### config.mk
export PLATFORM = sky130hd
export DESIGN_NAME = keycode_ram_arbiter
export DESIGN_NICKNAME = d
export VERILOG_FILES = /design/src/rtl/keycode_ram_arbiter.sv
export SDC_FILE = /design/constraint.sdc
export NUM_CORES = 1
export LEC_CHECK = 0
export CORE_MARGIN = 4
export CORE_UTILIZATION = 32
export CTS_CLUSTER_DIAMETER = 120
export CTS_CLUSTER_SIZE = 40
export DETAILED_ROUTE_END_ITERATION = 8
export PLACE_DENSITY_LB_ADDON = 0.12
export SYNTH_ARGS = -nofsm -noshare
export SYNTH_HDL_FRONTEND = slang
export SYNTH_SLANG_ARGS = --single-unit
### constraint.sdc
create_clock -name clk -period 3.5 [get_ports clk]
set_clock_uncertainty 0.2 [all_clocks]
set_input_delay 0.525 -clock clk [delete_from_list [all_inputs] [get_ports clk]]
set_output_delay 0.525 -clock clk [all_outputs]
set_load 0.01 [all_outputs]
### src/rtl/keycode_ram_arbiter.sv
// ---------------------------------------------------------------------------
// keycode_ram_arbiter
//
// Purpose:
//   Shares the second port (s2) of the 256x32 dual-port keycode RAM between
//   two Avalon-MM masters: requester 0 (game-logic keycode poller) and
//   requester 1 (debug/sprite controller). Arbitration is decided each cycle
//   with a sticky grant and a burst limit. Read data comes back one cycle
//   after the command and is flagged with readdatavalid.
//
// Configuration:
//   KEYCODE_ARB_FIXED_PRIO_EN - when defined, requester 0 always wins
//   contention and the burst counter is not built (requester 1 may starve).
//   When undefined, sticky/burst-limited arbitration is used.
//
// Ports:
//   clk, reset_n            clock (also RAM clk2), async active-low reset
//   rq0_* / rq1_*           Avalon-MM slave ports for the two requesters
//                           (address, read, write, writedata, byteenable in;
//                           waitrequest, readdata, readdatavalid out)
//   ram_*                   RAM port s2 command outputs, ram_readdata input
// ---------------------------------------------------------------------------
module keycode_ram_arbiter #(
    parameter int MAX_BURST = 4,
    parameter int AW        = 8,
    parameter int DW        = 32
) (
    input  logic            clk,
    input  logic            reset_n,

    input  logic [AW-1:0]   rq0_address,
    input  logic            rq0_read,
    input  logic            rq0_write,
    input  logic [DW-1:0]   rq0_writedata,
    input  logic [DW/8-1:0] rq0_byteenable,
    output logic            rq0_waitrequest,
    output logic [DW-1:0]   rq0_readdata,
    output logic            rq0_readdatavalid,

    input  logic [AW-1:0]   rq1_address,
    input  logic            rq1_read,
    input  logic            rq1_write,
    input  logic [DW-1:0]   rq1_writedata,
    input  logic [DW/8-1:0] rq1_byteenable,
    output logic            rq1_waitrequest,
    output logic [DW-1:0]   rq1_readdata,
    output logic            rq1_readdatavalid,

    output logic [AW-1:0]   ram_address,
    output logic            ram_chipselect,
    output logic            ram_write,
    output logic [DW-1:0]   ram_writedata,
    output logic [DW/8-1:0] ram_byteenable,
    output logic            ram_clken,
    input  logic [DW-1:0]   ram_readdata
);

    localparam logic GRANT_RQ0 = 1'b0;
    localparam logic GRANT_RQ1 = 1'b1;

    logic req0;
    logic req1;
    logic any_req;
    logic winner;
    logic sel;
    logic win_read;
    logic win_write;
    logic last_grant;
    logic rd_vld;
    logic rd_id;

    assign req0    = rq0_read | rq0_write;
    assign req1    = rq1_read | rq1_write;
    assign any_req = req0 | req1;

`ifndef KEYCODE_ARB_FIXED_PRIO_EN
    localparam logic [3:0] BURST_LIMIT = 4'(MAX_BURST);

    logic [3:0] burst_cnt;

    // Run length of consecutive grants to last_grant, saturating at the
    // limit. A grant to the other requester restarts the run at 1.
    always_ff @(posedge clk or negedge reset_n) begin
        if (!reset_n) begin
            burst_cnt <= 4'd0;
        end else if (any_req) begin
            if (winner == last_grant) begin
                if (burst_cnt < BURST_LIMIT) begin
                    burst_cnt <= burst_cnt + 4'd1;
                end
            end else begin
                burst_cnt <= 4'd1;
            end
        end
    end
`endif

    // Winner selection. Under contention the current owner keeps the port
    // while its run is below the limit. burst_cnt is 0 only before the first
    // grant after reset; that case hands the port to the requester opposite
    // last_grant, so with last_grant resetting to 1 requester 0 wins first.
    always_comb begin
        winner = GRANT_RQ0;
        if (req0 && !req1) begin
            winner = GRANT_RQ0;
        end else if (req1 && !req0) begin
            winner = GRANT_RQ1;
        end else if (req0 && req1) begin
`ifdef KEYCODE_ARB_FIXED_PRIO_EN
            winner = GRANT_RQ0;
`else
            if ((burst_cnt != 4'd0) && (burst_cnt < BURST_LIMIT)) begin
                winner = last_grant;
            end else begin
                winner = ~last_grant;
            end
`endif
        end
    end

    // With no request the mux keeps pointing at the last winner, so the RAM
    // address does not toggle on idle cycles.
    assign sel       = any_req ? winner : last_grant;
    assign win_read  = (winner == GRANT_RQ1) ? rq1_read  : rq0_read;
    assign win_write = (winner == GRANT_RQ1) ? rq1_write : rq0_write;

    assign ram_address    = (sel == GRANT_RQ1) ? rq1_address    : rq0_address;
    assign ram_writedata  = (sel == GRANT_RQ1) ? rq1_writedata  : rq0_writedata;
    assign ram_byteenable = (sel == GRANT_RQ1) ? rq1_byteenable : rq0_byteenable;
    assign ram_chipselect = reset_n & any_req;
    assign ram_write      = reset_n & any_req & win_write;
    assign ram_clken      = 1'b1;

    // Idle requesters also see waitrequest high; everything stalls in reset.
    assign rq0_waitrequest = ~(reset_n & any_req & (winner == GRANT_RQ0));
    assign rq1_waitrequest = ~(reset_n & any_req & (winner == GRANT_RQ1));

    // Grant history and read-return pipeline. A read with write also set is
    // treated as a write and produces no read return.
    always_ff @(posedge clk or negedge reset_n) begin
        if (!reset_n) begin
            last_grant <= GRANT_RQ1;
            rd_vld     <= 1'b0;
            rd_id      <= GRANT_RQ0;
        end else begin
            rd_vld <= any_req & win_read & ~win_write;
            rd_id  <= winner;
            if (any_req) begin
                last_grant <= winner;
            end
        end
    end

    assign rq0_readdatavalid = rd_vld & (rd_id == GRANT_RQ0);
    assign rq1_readdatavalid = rd_vld & (rd_id == GRANT_RQ1);
    assign rq0_readdata      = rq0_readdatavalid ? ram_readdata : '0;
    assign rq1_readdata      = rq1_readdatavalid ? ram_readdata : '0;

endmodule

Word level (Yosys, flattened, before mapping)
Cells that the tools add are included.
Cells by class
  multipliers: 0
  div/mod/pow operators: 0
  add/sub/neg operators: 1
  shift operators: 0
  equal/unequal tests: 2
  mux-type cells: 14
  $lt $le $gt $ge: 1
  reduce and logical (&&, ||, !) cells: 8
  bitwise gates (word level): 17
Operators by type and width (number)
  32-bit 2-to-1 mux: 3
  4-bit 2-to-1 mux: 3
  1-bit bitwise AND: 8
  8-bit 2-to-1 mux: 1
  1-bit 2-to-1 mux: 7
  1-bit inverter: 6
  4-bit by 1-bit adder with 4-bit output, second input constant: 1
  1-bit logical AND: 4
  4-bit by 3-bit < comparator with 1-bit output, second input constant: 1
  4-bit nonzero test: 1
  1-bit bitwise OR: 3
  1-bit logical NOT: 2
  2-bit by 1-bit inequality test with 1-bit output, second input constant: 1
  2-bit AND reduction: 1
  1-bit == test: 1
Storage, ports and cells
  ROM bits: 0
  input port bits: 126
  memory bits (writable): 0
  output and inout bits: 115
  bits in registers: 7
  logic and storage cells: 47
  memories: 0
  latch bits: 0

Longest topological paths before layout
  word-level depth: 9
  mapped depth: 8
  depth with buffers taken out: 5

Worst setup path after synthesis
OpenSTA, ideal clock, no wires.
  kind: in2out
  start point: input rq1_write
  end point: output ram_writedata[15]
  path buffers: 4
  path slack: 0.946 ns
  data required time: 2.775 ns
  stages on the path: 7
  data arrival time: 1.829 ns
  path through: buf_2 -> or2_2 -> buf_2 -> buf_2 -> clkbuf_1 -> a211oi_1 -> a22oi_2
Between the ends
  word-level cells in the longest chain between the ends: 7
  elaborated cells on any way between the ends: 11
  classes of those cells: 5 x mux; 2 x bitwise; 4 x reduce/logical
Ends and longest elaborated chain
  from (decl): line 42  | input logic rq1_write,
  1-bit bitwise OR (*): line 73  | assign req1 = rq1_read | rq1_write;
  1-bit logical AND: line 108  | end else if (req0 && req1) begin
  1-bit 2-to-1 mux: line 108
  1-bit 2-to-1 mux: line 106  | end else if (req1 && !req0) begin
  1-bit 2-to-1 mux: line 104  | if (req0 && !req1) begin
  1-bit 2-to-1 mux (*)
  32-bit 2-to-1 mux (*): line 128  | assign ram_writedata = (sel == GRANT_RQ1) ? rq1_writedata : rq0_writedata;
  to (decl): line 52  | output logic [DW-1:0] ram_writedata,
Every way passes the cells marked *; elsewhere a longest branch is shown, timed or not.

Worst setup path after layout
  start point: register burst_cnt[0]
  end point: output ram_writedata[27]
Between the ends
  word-level cells in the longest chain between the ends: 8
  elaborated cells on any way between the ends: 9
  classes of those cells: 1 x order compare; 6 x mux; 2 x reduce/logical
Ends and longest elaborated chain
  from (decl): line 79  | logic [3:0] burst_cnt;
  from (signal assigned): line 89  | burst_cnt <= burst_cnt + 4'd1;
  4-bit by 3-bit < comparator with 1-bit output or 4-bit nonzero test (tied branches): line 112  | if ((burst_cnt != 4'd0) && (burst_cnt < BURST_LIMIT)) begin
  1-bit logical AND (*): line 112
  1-bit 2-to-1 mux (*): line 112
  1-bit 2-to-1 mux (*): line 108
  1-bit 2-to-1 mux (*): line 106
  1-bit 2-to-1 mux (*): line 104
  1-bit 2-to-1 mux (*)
  32-bit 2-to-1 mux (*): line 128
Marked as above.

==> impl_metrics.yaml <==
layout:
  flow.area_growth_from_synthesis_pct: 111
  num_antenna_cells: 0
  layout_common_cells: "sky130_fd_sc_hd__clkdlybuf4s50_1 (239), sky130_fd_sc_hd__a211oi_1 (88), sky130_fd_sc_hd__a22oi_2 (39)"
  final_common_cell: "sky130_fd_sc_hd__clkdlybuf4s50_1"
  finalCoreUtilization_pct: 71.2
  nets: 650
  final_layout_size_suffix_gt1_share_pct: 15.2
global_routing:
  via_count_of_the_first_global_routing_pass: 3314
  grt_antenna_before_repair: 0
  grt_usage_pct: 25.9
  first_pass_grt_wire_length_um: 18300
  largest_net_degree_at_the_start_of_global_routing: 46
  total_congestion_overflow: 0
place:
  dp_hpwl_um: 9610
  gp_congestion: 0.899
  numPortBuffers: 239
critical_path:
  cp_top_family: "buffers and inverters"
  timing.critical_path.required_ps: 2770
  path_depth: 7
  crit_path_start_kind: "flop"
  timing.rr.end: "rd_id$_DFF_PN0_"
  path_class: "flop to output port"
  max_stage_delay_ps: 600
  reg2reg_setup_slack_ps: 1410
  setup.worst_path.end_class: "output port"
  worstReg2RegStart: "burst_cnt[0]$_DFFE_PN0P_"
  worst_setup_path_end: "ram_writedata[27]"
  cell_by_cell_trace_of_the_critical_path: "inv_1 -> ha_1 -> or4_4 -> a21o_2 -> buf_12 -> a22oi_2 -> clkdlybuf4s50_1"
  cp.arrival_ps: 2640
  cp_slowest_cell: "sky130_fd_sc_hd__clkdlybuf4s50_1"
  critPathLaunch: "burst_cnt[0]$_DFFE_PN0P_"
  reg2regPathDepth: 6
  crit_path_max_fanout: 35
  cp.buffers_inverters: 3
pwr:
  power.net_switching_w: 0.00127
  p_comb_share_pct: 90.5
  max-vdd-ir-drop_mv: 0.324
  pwr-share-seq_pct: 5.3
  share_of_total_power_in_the_clock_network_pct: 4.2
  leakage_nw: 1.83
  power.share.switching_pct: 45.4
  intPower_w: 0.00153
  power_density_nw_per_um2: 567
cts:
  ctsRootBufferMaster: "sky130_fd_sc_hd__clkbuf_8"
  tritoncts: "yes"
  clk_path_buf_depth: 2
  cts-hold-fix-buffers: 0
  cts_made_buffers: 3
  cts.sinks: 7
  clk_latency_ps: 230
  cts_setup_buffers: 0
  clk_pin_slew_ps: 40
  htreeDepth: 1
floorplan:
  die-height_um: 93.6
  placeableCoreArea_um2: 6940
  dieWidth_um: 93.6
  die_area_um2: 8750
  design.portCount: 241
  fp-row-count: 30
  initial_utilization_pct: 33.7
drt:
  drt.antenna.violating_nets: 0
  drt_first_pass_iters: 4
  routedWlPerCell_um: 20.0
  drtIter0Drc: 209
  vias: 3469
  wirelength_um: 12300
  vias_per_cell: 5.62
  remaining_drc_errors: 0
synth:
  postSynthNetCount: 433
  main_combinational_cell_family_by_area_after_synthesis: "compound AO/OA/AOI/OAI gates"
  synthesis.instances: 305
  proportion_of_synthesized_chip_area_in_sequential_cells_pct: 7.53
  synthArstFlopShare_pct: 100
  synthXorXnorAreaFrac_pct: 0
  netlist-cell-type-count: 36
  post_synth_fa_ha_maj_area_fraction_pct: 1.07
  yosys.area_share.simple_pct: 23.8
  synth_compound_gate_area_share_pct: 56.4
  post_synth_mux_area_share_pct: 0
  synth_area_um2: 2340
  synth.yosys.warnings: 0
  synth-main-ff-cell: "sky130_fd_sc_hd__dfrtp_1"
  synth-seq-cells: 7
  post_synth.cell_area_avg_um2: 7.68
  synth_enable_flop_cells: 0
min_path:
  min-delay-path-class: "flop to flop"
sta:
  max_freq_mhz: 298
  min_period_ps: 3360
  fin_tns_setup_ps: 0
  setup-violations-final: 0
  fin_crit_sh_pct: 96.0
  final-max-slew-violation-count: 0
  unrepaired_setup_endpoints_after_global_routing: "no"
  finalHoldViolCount: 0
flow_run:
  maxCapViolCount: 0
outcome:
  outcome: "finished clean"
cell usage after synthesis (all sizes together) (2+ instances only):
library cell  instances  area share (%)
nor3                  2            0.64
clkbuf               37             5.9
a311o                 3             1.3
o21ai                 2            0.43
and2                 35             9.3
nand3                 4             1.1
a21oi                 4            0.85
ha                    2             1.1
a211oi               88              28
and3                 34             9.1
inv                   3            0.48
a22oi                44              22
or2                   2            0.53
or4                   2            0.64
a31oi                 2            0.53
nor2                  5            0.80
buf                  15             4.6
nor2b                 3            0.80
dfrtp                 6             6.4
layer usage:
layer  part of all wire [%]  vias to the layer above  global-route usage, %
met2                     52                      169                   47.9
met4                    1.9                        0                   5.78
met1                     39                     1632                   29.8
met3                    8.0                       20                   6.19
li1                       -                     1648                      -
met5                      0                        -                      0
metrics by stage:
step | total power [W] | instance area (um^2) | cells | setup WS (ps) | hold WS, ps
2_1_floorplan | 0.00146 | 2340 | 305 | 946 | 29.4
3_3_place_gp | 0.00264 | 4890 | 613 | 306 | 386
3_5_place_dp | 0.00267 | 4890 | 613 | 239 | 396
4_1_cts | 0.00280 | 4940 | 617 | 38.9 | 410
5_1_grt | 0.00297 | 4940 | 617 | 54.2 | 443
6_report | 0.00280 | 4940 | 617 | 139 | 407
registers in the layout, summed over array words and instances (netlist names):
name	flops
burst_cnt	4
last_grant	1
rd_id	1
rd_vld	1
layout make-up:
type	count	area (um^2)
sequential	7	176
timing repair buffer	264	2660
inverter	3	11.3
clock buffer	4	45.0
tap	96	120
fill	566	2000
multi-input combinational	243	1930
power groups by stage:
stage | logic, W | clock network [W] | registers [W]
finish | 0.00253 | 0.000118 | 0.000149
global route | 0.00269 | 0.000127 | 0.000154
CTS | 0.00254 | 0.000120 | 0.000148
detailed placement | 0.00252 | 0 | 0.000148
global placement | 0.00250 | 0 | 0.000147
floorplan | 0.00131 | 0 | 0.000145
timing repair:
action	in CTS	in global routing
setup endpoints to repair	0	1
gates resized for setup	0	1
hold endpoints to repair	0	0
worst min-delay path, delay by kind of cell (launching register included):
family,cells,cell delay [ps]
flip-flops,1,370
AO/OA/AOI/OAI,2,190
cell families after synthesis:
family / Yosys count
fa+ha+maj: 2
flops: 7
simple gates: 90
buf+inv: 55
compound gates: 150
other cells: 1
worst min path at each step:
stage / slack [ps] / start / endpoint / depth (start not counted)
floorplan: 30 / reset_n / burst_cnt[0]$_DFFE_PN0P_ / 0
global placement: 390 / burst_cnt[0]$_DFFE_PN0P_ / burst_cnt[0]$_DFFE_PN0P_ / 2
detailed placement: 400 / burst_cnt[0]$_DFFE_PN0P_ / burst_cnt[0]$_DFFE_PN0P_ / 2
CTS: 410 / burst_cnt[0]$_DFFE_PN0P_ / burst_cnt[0]$_DFFE_PN0P_ / 2
global route: 440 / burst_cnt[3]$_DFFE_PN0P_ / burst_cnt[3]$_DFFE_PN0P_ / 1
finish: 410 / burst_cnt[0]$_DFFE_PN0P_ / burst_cnt[0]$_DFFE_PN0P_ / 2
No activity file was read; power rests on OpenSTA's default activity.
